### src/rtl/game_pkg.sv
// Shared display codes and FSM state encoding for the 7-segment quiz games.
package game_pkg;

  localparam logic [3:0] DISP_CORRECT  = 4'd10;
  localparam logic [3:0] DISP_ERROR    = 4'd11;
  localparam logic [3:0] DISP_BLANK    = 4'd12;
  localparam logic [3:0] DISP_QUESTION = 4'd13;

  localparam logic [2:0] S_WAIT   = 3'd0;
  localparam logic [2:0] S_SHOW   = 3'd1;
  localparam logic [2:0] S_GAP    = 3'd2;
  localparam logic [2:0] S_QUIZ   = 3'd3;
  localparam logic [2:0] S_RESULT = 3'd4;
  localparam logic [2:0] S_SCORE  = 3'd5;

  typedef enum logic [2:0] {
    ST_WAIT   = S_WAIT,
    ST_SHOW   = S_SHOW,
    ST_GAP    = S_GAP,
    ST_QUIZ   = S_QUIZ,
    ST_RESULT = S_RESULT,
    ST_SCORE  = S_SCORE
  } state_t;

endpackage

### src/rtl/btn_edge_detect.sv
// Rising-edge detector for a bank of debounced, synchronised buttons.
module btn_edge_detect #(
  parameter int WIDTH = 7
) (
  input  logic             clk,
  input  logic             reset,
  input  logic [WIDTH-1:0] i_btn,
  output logic [WIDTH-1:0] o_press
);

  logic [WIDTH-1:0] r_prev;

  always_ff @(posedge clk or posedge reset) begin
    if (reset) r_prev <= '0;
    else       r_prev <= i_btn;
  end

  assign o_press = i_btn & ~r_prev;

endmodule

### src/rtl/game_binary_quiz_rounds.sv
// Multi-round binary quiz: flashes a random target MSB-first, then scores the answer button.
// Define QUIZ_TIMEOUT_EN to turn an unanswered question into an error after 4*DELAY_TIME cycles.
module game_binary_quiz_rounds
  import game_pkg::*;
#(
  parameter int NUM_BITS    = 3,
  parameter int ROUNDS      = 4,
  parameter int DELAY_TIME  = 10_000_000,
  parameter int GAP_TIME    = 2_000_000,
  parameter int COUNTER_LEN = 24
) (
  input  logic                   clk,
  input  logic                   reset,
  input  logic [2**NUM_BITS-2:0] btn,
  input  logic [3:0]             rnd,
  output logic [3:0]             value,
  output logic [3:0]             score,
  output logic                   busy
);

  localparam int NBTN  = 2**NUM_BITS - 1;
  localparam int BIT_W = $clog2(NUM_BITS);
  localparam logic [COUNTER_LEN-1:0] DELAY_LAST = COUNTER_LEN'(DELAY_TIME - 1);
  localparam logic [COUNTER_LEN-1:0] GAP_LAST   = COUNTER_LEN'(GAP_TIME - 1);
`ifdef QUIZ_TIMEOUT_EN
  localparam logic [COUNTER_LEN-1:0] TIMEOUT_LAST = COUNTER_LEN'(4 * DELAY_TIME - 1);
`endif

  state_t                 r_state;
  logic [COUNTER_LEN-1:0] r_timer;
  logic [NUM_BITS-1:0]    r_target;
  logic [BIT_W-1:0]       r_bit;
  logic [3:0]             r_round;

  logic [NBTN-1:0]     w_press;
  logic                w_any;
  logic [NUM_BITS-1:0] w_answer;
  logic [NUM_BITS-1:0] w_new_target;
  logic                w_unused_rnd;

  btn_edge_detect #(.WIDTH(NBTN)) u_btn_edge (
    .clk     (clk),
    .reset   (reset),
    .i_btn   (btn),
    .o_press (w_press)
  );

  // Scan from the top down so the lowest pressed index is the one left standing.
  always_comb begin
    w_answer = '0;
    for (int i = NBTN - 1; i >= 0; i--) begin
      if (w_press[i]) w_answer = NUM_BITS'(i + 1);
    end
  end

  assign w_any        = |w_press;
  assign w_new_target = (rnd[NUM_BITS-1:0] == '0) ? NUM_BITS'(1) : rnd[NUM_BITS-1:0];
  assign w_unused_rnd = ^rnd;

  always_ff @(posedge clk or posedge reset) begin
    if (reset) begin
      r_state  <= ST_WAIT;
      r_timer  <= '0;
      r_target <= '0;
      r_bit    <= '0;
      r_round  <= '0;
      value    <= DISP_BLANK;
      score    <= '0;
      busy     <= 1'b0;
    end else begin
      r_timer <= r_timer + 1'b1;
      case (r_state)
        ST_WAIT: begin
          value   <= DISP_BLANK;
          score   <= '0;
          r_round <= '0;
          busy    <= 1'b0;
          if (w_any) begin
            r_state  <= ST_SHOW;
            r_timer  <= '0;
            r_target <= w_new_target;
            r_bit    <= BIT_W'(NUM_BITS - 1);
            value    <= {3'b000, w_new_target[NUM_BITS-1]};
            busy     <= 1'b1;
          end
        end
        ST_SHOW: begin
          if (r_timer == DELAY_LAST) begin
            r_timer <= '0;
            if (r_bit == '0) begin
              r_state <= ST_QUIZ;
              value   <= DISP_QUESTION;
            end else begin
              r_state <= ST_GAP;
              r_bit   <= r_bit - 1'b1;
              value   <= DISP_BLANK;
            end
          end
        end
        ST_GAP: begin
          if (r_timer == GAP_LAST) begin
            r_state <= ST_SHOW;
            r_timer <= '0;
            value   <= {3'b000, r_target[r_bit]};
          end
        end
        ST_QUIZ: begin
          if (w_any) begin
            r_state <= ST_RESULT;
            r_timer <= '0;
            if (w_answer == r_target) begin
              value <= DISP_CORRECT;
              score <= score + 4'd1;
            end else begin
              value <= DISP_ERROR;
            end
          end
`ifdef QUIZ_TIMEOUT_EN
          else if (r_timer == TIMEOUT_LAST) begin
            r_state <= ST_RESULT;
            r_timer <= '0;
            value   <= DISP_ERROR;
          end
`endif
        end
        ST_RESULT: begin
          if (r_timer == DELAY_LAST) begin
            r_timer <= '0;
            r_round <= r_round + 4'd1;
            if (r_round + 4'd1 == 4'(ROUNDS)) begin
              r_state <= ST_SCORE;
              value   <= score;
            end else begin
              r_state  <= ST_SHOW;
              r_target <= w_new_target;
              r_bit    <= BIT_W'(NUM_BITS - 1);
              value    <= {3'b000, w_new_target[NUM_BITS-1]};
            end
          end
        end
        ST_SCORE: begin
          if (r_timer == DELAY_LAST) begin
            r_state <= ST_WAIT;
            r_timer <= '0;
            value   <= DISP_BLANK;
            busy    <= 1'b0;
          end
        end
        default: begin
          r_state <= ST_WAIT;
          r_timer <= '0;
          value   <= DISP_BLANK;
          busy    <= 1'b0;
        end
      endcase
    end
  end

endmodule

### config.mk
export PLATFORM = sky130hd
export DESIGN_NAME = game_binary_quiz_rounds
export DESIGN_NICKNAME = d
export VERILOG_FILES = /design/src/rtl/game_pkg.sv /design/src/rtl/btn_edge_detect.sv /design/src/rtl/game_binary_quiz_rounds.sv
export SDC_FILE = /design/constraint.sdc
export NUM_CORES = 1
export LEC_CHECK = 0
export BUFFER_PORTS_ARGS = -buffer_cell sky130_fd_sc_hd__buf_2
export CAP_MARGIN = 20
export CORE_MARGIN = 3
export CORE_UTILIZATION = 47
export DETAILED_ROUTE_END_ITERATION = 16
export PLACE_DENSITY = 0.7
export SLEW_MARGIN = 20
export SYNTH_ARGS = -nofsm -noshare
export SYNTH_HDL_FRONTEND = slang
export SYNTH_SLANG_ARGS = --single-unit
### constraint.sdc
create_clock -name clk -period 5.1 [get_ports clk]
set_input_delay 1.02 -clock clk [delete_from_list [all_inputs] [get_ports clk]]
set_output_delay 1.02 -clock clk [all_outputs]
set_load 0.05 [all_outputs]
Word level (Yosys, flattened, before mapping)
Cells that the tools add are included.
{"block": "totals", "register_bits": 52, "latchBits": 0, "ramBits": 0, "romBits": 0, "output_inout_bits": 9, "word_cells": 103, "mem_count": 0}
{"block": "op_classes", "add_sub_neg": 4, "n_mul": 0, "div": 0, "magnitude_cmp": 1, "eq_ne": 18, "n_shift": 0, "muxes": 51, "n_bitwise": 3, "reduce_logical": 17}
{"cell": "two-way mux 24 bit", "n": 3}
{"cell": "case mux 24 bit (3 select lines)", "n": 1}
{"cell": "two-way mux 3 bit", "n": 18}
{"cell": "two-way mux 4 bit", "n": 10}
{"cell": "adder 24 x 1 -> 24 bit, second input constant", "n": 1}
{"cell": "== test 24 x 21 -> 1 bit, second input constant", "n": 1}
{"cell": "== test 24 bit, second input constant", "n": 1}
{"cell": "case mux 4 bit (6 select lines)", "n": 1}
{"cell": "!= test 2 bit, second input constant", "n": 9}
{"cell": "case mux 3 bit (6 select lines)", "n": 1}
{"cell": "case mux 4 bit (2 select lines)", "n": 2}
{"cell": "AND reduction 6 bit", "n": 2}
{"cell": "two-way mux 2 bit", "n": 5}
{"cell": "adder 4 x 1 -> 4 bit, second input constant", "n": 2}
{"cell": "bitwise AND 7 bit", "n": 1}
{"cell": "inverter 7 bit", "n": 1}
{"cell": "OR reduction 7 bit", "n": 1}
{"cell": "== test 3 x 2 -> 1 bit, second input constant", "n": 2}
{"cell": "== test 3 bit, second input constant", "n": 2}
{"cell": "logical NOT 3 bit", "n": 2}
{"cell": "two-way mux 1 bit", "n": 6}
{"cell": "case mux 2 bit (3 select lines)", "n": 1}
{"cell": "case mux 3 bit (2 select lines)", "n": 1}
{"cell": "AND reduction 5 bit", "n": 1}
{"cell": "17 further kinds", "n": 19}

Logic depth before layout (Yosys ltp)
{"block": "depth", "ltp_word": 13, "depth_mapped": 8}

Hierarchy
Synthesis repeated with hierarchy kept, for this count alone.
{"block": "hier_totals", "cells_unflattened": 308, "area_unflattened_um2": 2821.5}
{"mod": "game_binary_quiz_rounds", "instances": 1, "cells_each": 293, "area_each_um2": 2546.2, "seq_area_each_um2": 1128.6}
{"mod": "btn_edge_detect", "instances": 1, "cells_each": 15, "area_each_um2": 275.3, "seq_area_each_um2": 175.2}

Worst setup path after synthesis
Ideal clock, no wire load.
{"block": "synth_timing", "kind": "input to register", "start": "input port btn[0]", "end": "register score[3]", "setup_ns": 0.077, "arrival_time_ns": 2.660, "setup_slack_ns": 2.363, "stages": 7, "path_buffers": 0, "cell_sequence": "nor2b_4 -> or4_1 -> o2111ai_1 -> a211oi_1 -> or2_4 -> or4_1 -> a21oi_1"}
{"block": "synth_between", "elab_chain_cells": 5, "elab_cells_between_ends": 7, "cone_classes": "3 x eq/ne; 1 x mux; 1 x bitwise; 2 x reduce/logical"}
{"element": "start: declaration", "line_no": "game_binary_quiz_rounds.sv:14", "text": "input logic [2**NUM_BITS-2:0] btn,"}
{"element": "bitwise AND 7 bit (*)", "line_no": "btn_edge_detect.sv:18", "text": "assign o_press = i_btn & ~r_prev;"}
{"element": "two-way mux 3 bit", "line_no": "game_binary_quiz_rounds.sv:52", "text": "if (w_press[i]) w_answer = NUM_BITS'(i + 1);"}
{"element": "== test 3 bit", "line_no": "game_binary_quiz_rounds.sv:111", "text": "if (w_answer == r_target) begin"}
{"element": "!= test 2 bit (no line)"}
{"element": "AND reduction 3 bit (no line) (*)"}
{"element": "end signal: assignment", "line_no": "game_binary_quiz_rounds.sv:113", "text": "score <= score + 4'd1;"}
{"element": "end: declaration", "line_no": "game_binary_quiz_rounds.sv:17", "text": "output logic [3:0] score,"}
Every way passes the cells marked *; elsewhere a longest branch is shown, timed or not.
A chain may end at the register's enable or synchronous reset.

Worst setup path after layout
{"block": "layout_timing", "start": "register r_timer[7]", "end": "register value[1]"}
{"block": "layout_between", "elab_chain_cells": 3, "elab_cells_between_ends": 7, "cone_classes": "6 x eq/ne; 1 x reduce/logical"}
{"element": "start: declaration", "line_no": "game_binary_quiz_rounds.sv:30", "text": "logic [COUNTER_LEN-1:0] r_timer;"}
{"element": "start signal: assignment", "line_no": "game_binary_quiz_rounds.sv:71", "text": "r_timer <= r_timer + 1'b1;"}
{"element": "== test 24 x 21 -> 1 bit or == test 24 bit (tied branches)"}
{"element": "!= test 2 bit (no line)"}
{"element": "AND reduction 5 bit (no line) (*)"}
{"element": "end signal: assignment", "line_no": "game_binary_quiz_rounds.sv:104", "text": "value <= {3'b000, r_target[r_bit]};"}
{"element": "end signal: assignment", "line_no": "game_binary_quiz_rounds.sv:132", "text": "value <= score;"}
{"element": "end signal: assignment", "line_no": "game_binary_quiz_rounds.sv:137", "text": "value <= {3'b000, w_new_target[NUM_BITS-1]};"}
{"element": "end: declaration", "line_no": "game_binary_quiz_rounds.sv:16", "text": "output logic [3:0] value,"}
Marked as above.

==> qor.yml <==
floorplan:
  start_util: 0.505
  io_pins: 22
  die_x_um: 84.6
  row_count: 27
  fp.coreArea_mm2: 0.00574
  die_h_um: 84.6
  die_area_mm2: 0.00715
cts:
  clk_latency_ns: 0.30
  cts_setup_buffers: 0
  clock-sinks: 52
  cts_max_level: 2
  cts_max_path_buffers: 2
  cts_hold_buf: 0
  numCtsBuffers: 5
  cts_tree: "done"
  clk_pin_slew_ns: 0.09
  clockRootBuffer: "clkbuf_8"
  ctsResizeCount: 0
setup_path:
  slowest_stage: "nor3_2"
  cp_max_fo: 13
  path_buf_inv: 0
  cp_cell_sequence: "nor4_1, nand3_1, nor3_2, a21oi_1, or3_1, mux2_1"
  critPathMaxStageDelay_ns: 0.65
  worstPathArrival_ns: 3.00
  crit_required_ns: 5.29
  crit_type: "reg -> reg"
  crit_family: "simple AND/OR/NAND/NOR gates"
  cp-end-kind: "register"
  crit_path_start_kind: "register"
grt:
  grt_max_degree: 53
  grt_pass1_wl_um: 10300
  overflow: 0
  antenna_found_initial: 0
  grt_usage: 0.172
  grt_pass1_vias: 2242
placed_design:
  pre_cts_ws_ns: 2.12
  io_buffers: 20
  gp_congestion: 0.804
  hpwl_um: 3860
sta:
  setup_ws_ns: 2.29
  rsz0062_at_grt: "false"
  fin_crit_ns: 2.81
  worst_pin_slew_ns: 0.884
  finalSetupTns_ns: 0
  finalSetupViolCount: 0
  fin_skew_ns: 0.0124
  clock.fmax_mhz: 356
  period_share: 0.551
  final_hold_viol_count: 0
  drv_slew: 0
  slew_headroom: 0.411
logic_synthesis:
  async_reset_ff_frac: 1.00
  synth_ff_type: "dfrtp_1"
  synth_cell_types: 63
  synth_warnings: 0
  yosysTopAreaCellShare: 0.431
  ys_seq_area_frac: 0.449
  avgSynthCellArea_um2: 9.48
  synth_most_common_cell: "dfrtp_1"
  synth_top_cell_by_area: "dfrtp_1"
  synth-seq-cells: 52
  synth_cells: 306
  ys_top_cells_by_area: "dfrtp_1 (43%), nor2_1 (5.7%), nand3_1 (4.0%)"
  synth_edf_count: 0
  synthesis.area_mm2: 0.00290
  syn-num-nets: 323
  yosys-top-cells-count: "dfrtp_1 (50), nor2_1 (44), nand3_1 (23), nand2_1 (20), o21ai_0 (13)"
power_and_ir_drop:
  power_density_mw_per_mm2: 262
  power_uw: 814
  peakVddDrop_uv: 260
  p_leak_uw: 0.00137
routing:
  wl_um: 5450
  vias_per_cell: 5.59
  antenna_left: 0
  remaining_drc_errors: 0
  via_count: 2210
  first_pass_iters: 4
  drt_iter0_drc: 134
  post_drt_wl_per_cell_um: 13.8
layout:
  n_fill_cell: 529
  multi_input_area_mm2: 0.00146
  seqCellArea_mm2: 0.00130
  nNetsFinal: 339
  drive_above_1_share: 0.155
  antenna_cells: 0
  area_delta_synth_final_pct: 7.12
  final_util: 0.541
flow_run:
  drv_cap: 0
worst_hold_path:
  hp-class: "reg -> reg"
outcome:
  status: "complete, no violations"
-- per-layer routing --
metal	share of wire	up-vias	global-route usage
met5	0	-	0
met4	0.0088	0	0.0403
met3	0.030	6	0.0353
met2	0.46	26	0.262
met1	0.50	1070	0.251
li1	-	1108	-
-- final timing paths --
kind / startpoint / endpoint / slack, ns / cells after the start
hold / removal: value[2] / value[2] / 0.47 / 2
setup reg to reg: r_timer[7] / value[1] / 2.29 / 6
min in group asynchronous: reset / u_btn_edge.r_prev[2] / 0.85 / 2
max in group asynchronous: reset / r_round[0] / 3.71 / 2
hold reg to reg: value[2] / value[2] / 0.47 / 2
setup / recovery: r_timer[7] / value[1] / 2.29 / 6
-- flip-flops by register name, summed over array words and instances, names as in the netlist --
name and flops:
value 4, r_round 4, r_bit 2, r_state 3, r_timer 24, busy 1
r_target 3, u_btn_edge.r_prev 7, score 4
-- cells by family after synthesis --
group,synth area share
and+or+nand+nor,0.268
AOI/OAI and AO/OA,0.130
DFF,0.449
buffers and inverters,0.0461
xor gates and xnor gates,0.0634
muxes,0.0263
adders and majority gates,0.0172
-- cells in the final DEF, fill, tap and decap left out, types with 5 or more instances in the layout --
master,instances
nand2_1,20
nand2b_1,8
nor2b_1,5
dfrtp_1,50
clkbuf_8,7
inv_1,10
a21oi_1,8
xor2_1,12
nand4_1,5
nor3_1,7
xnor2_1,9
and3_1,5
o21ai_0,13
buf_2,20
nor2_1,44
nand3_1,23
-- worst min-delay path, cell delays in order, from the launching register on --
cell and delay (ns):
dfstp_2 0.37, nand2_1 0.05, o31ai_1 0.06
-- power by group --
part	switching, µW	internal [µW]
Sequential	27.3	440
Clock	132	124
Combinational	50.0	40.9
-- per-stage QoR --
stage / instances / hold slack, ns / area, µm²
CTS: 395 / 0.474 / 3110
floorplan: 306 / 0.468 / 2900
finish: 395 / 0.471 / 3110
global placement: 387 / 0.467 / 3010
detailed placement: 387 / 0.461 / 3010
global route: 395 / 0.516 / 3110
-- final cells by class --
type	instances	area share
timing repair buffer	21	0.0346
inverter	11	0.0137
tap	72	0.0290
sequential	52	0.419
clock buffer	8	0.0322
multi-input combinational	231	0.471
Note: power is estimated with default switching activity, not from simulation.
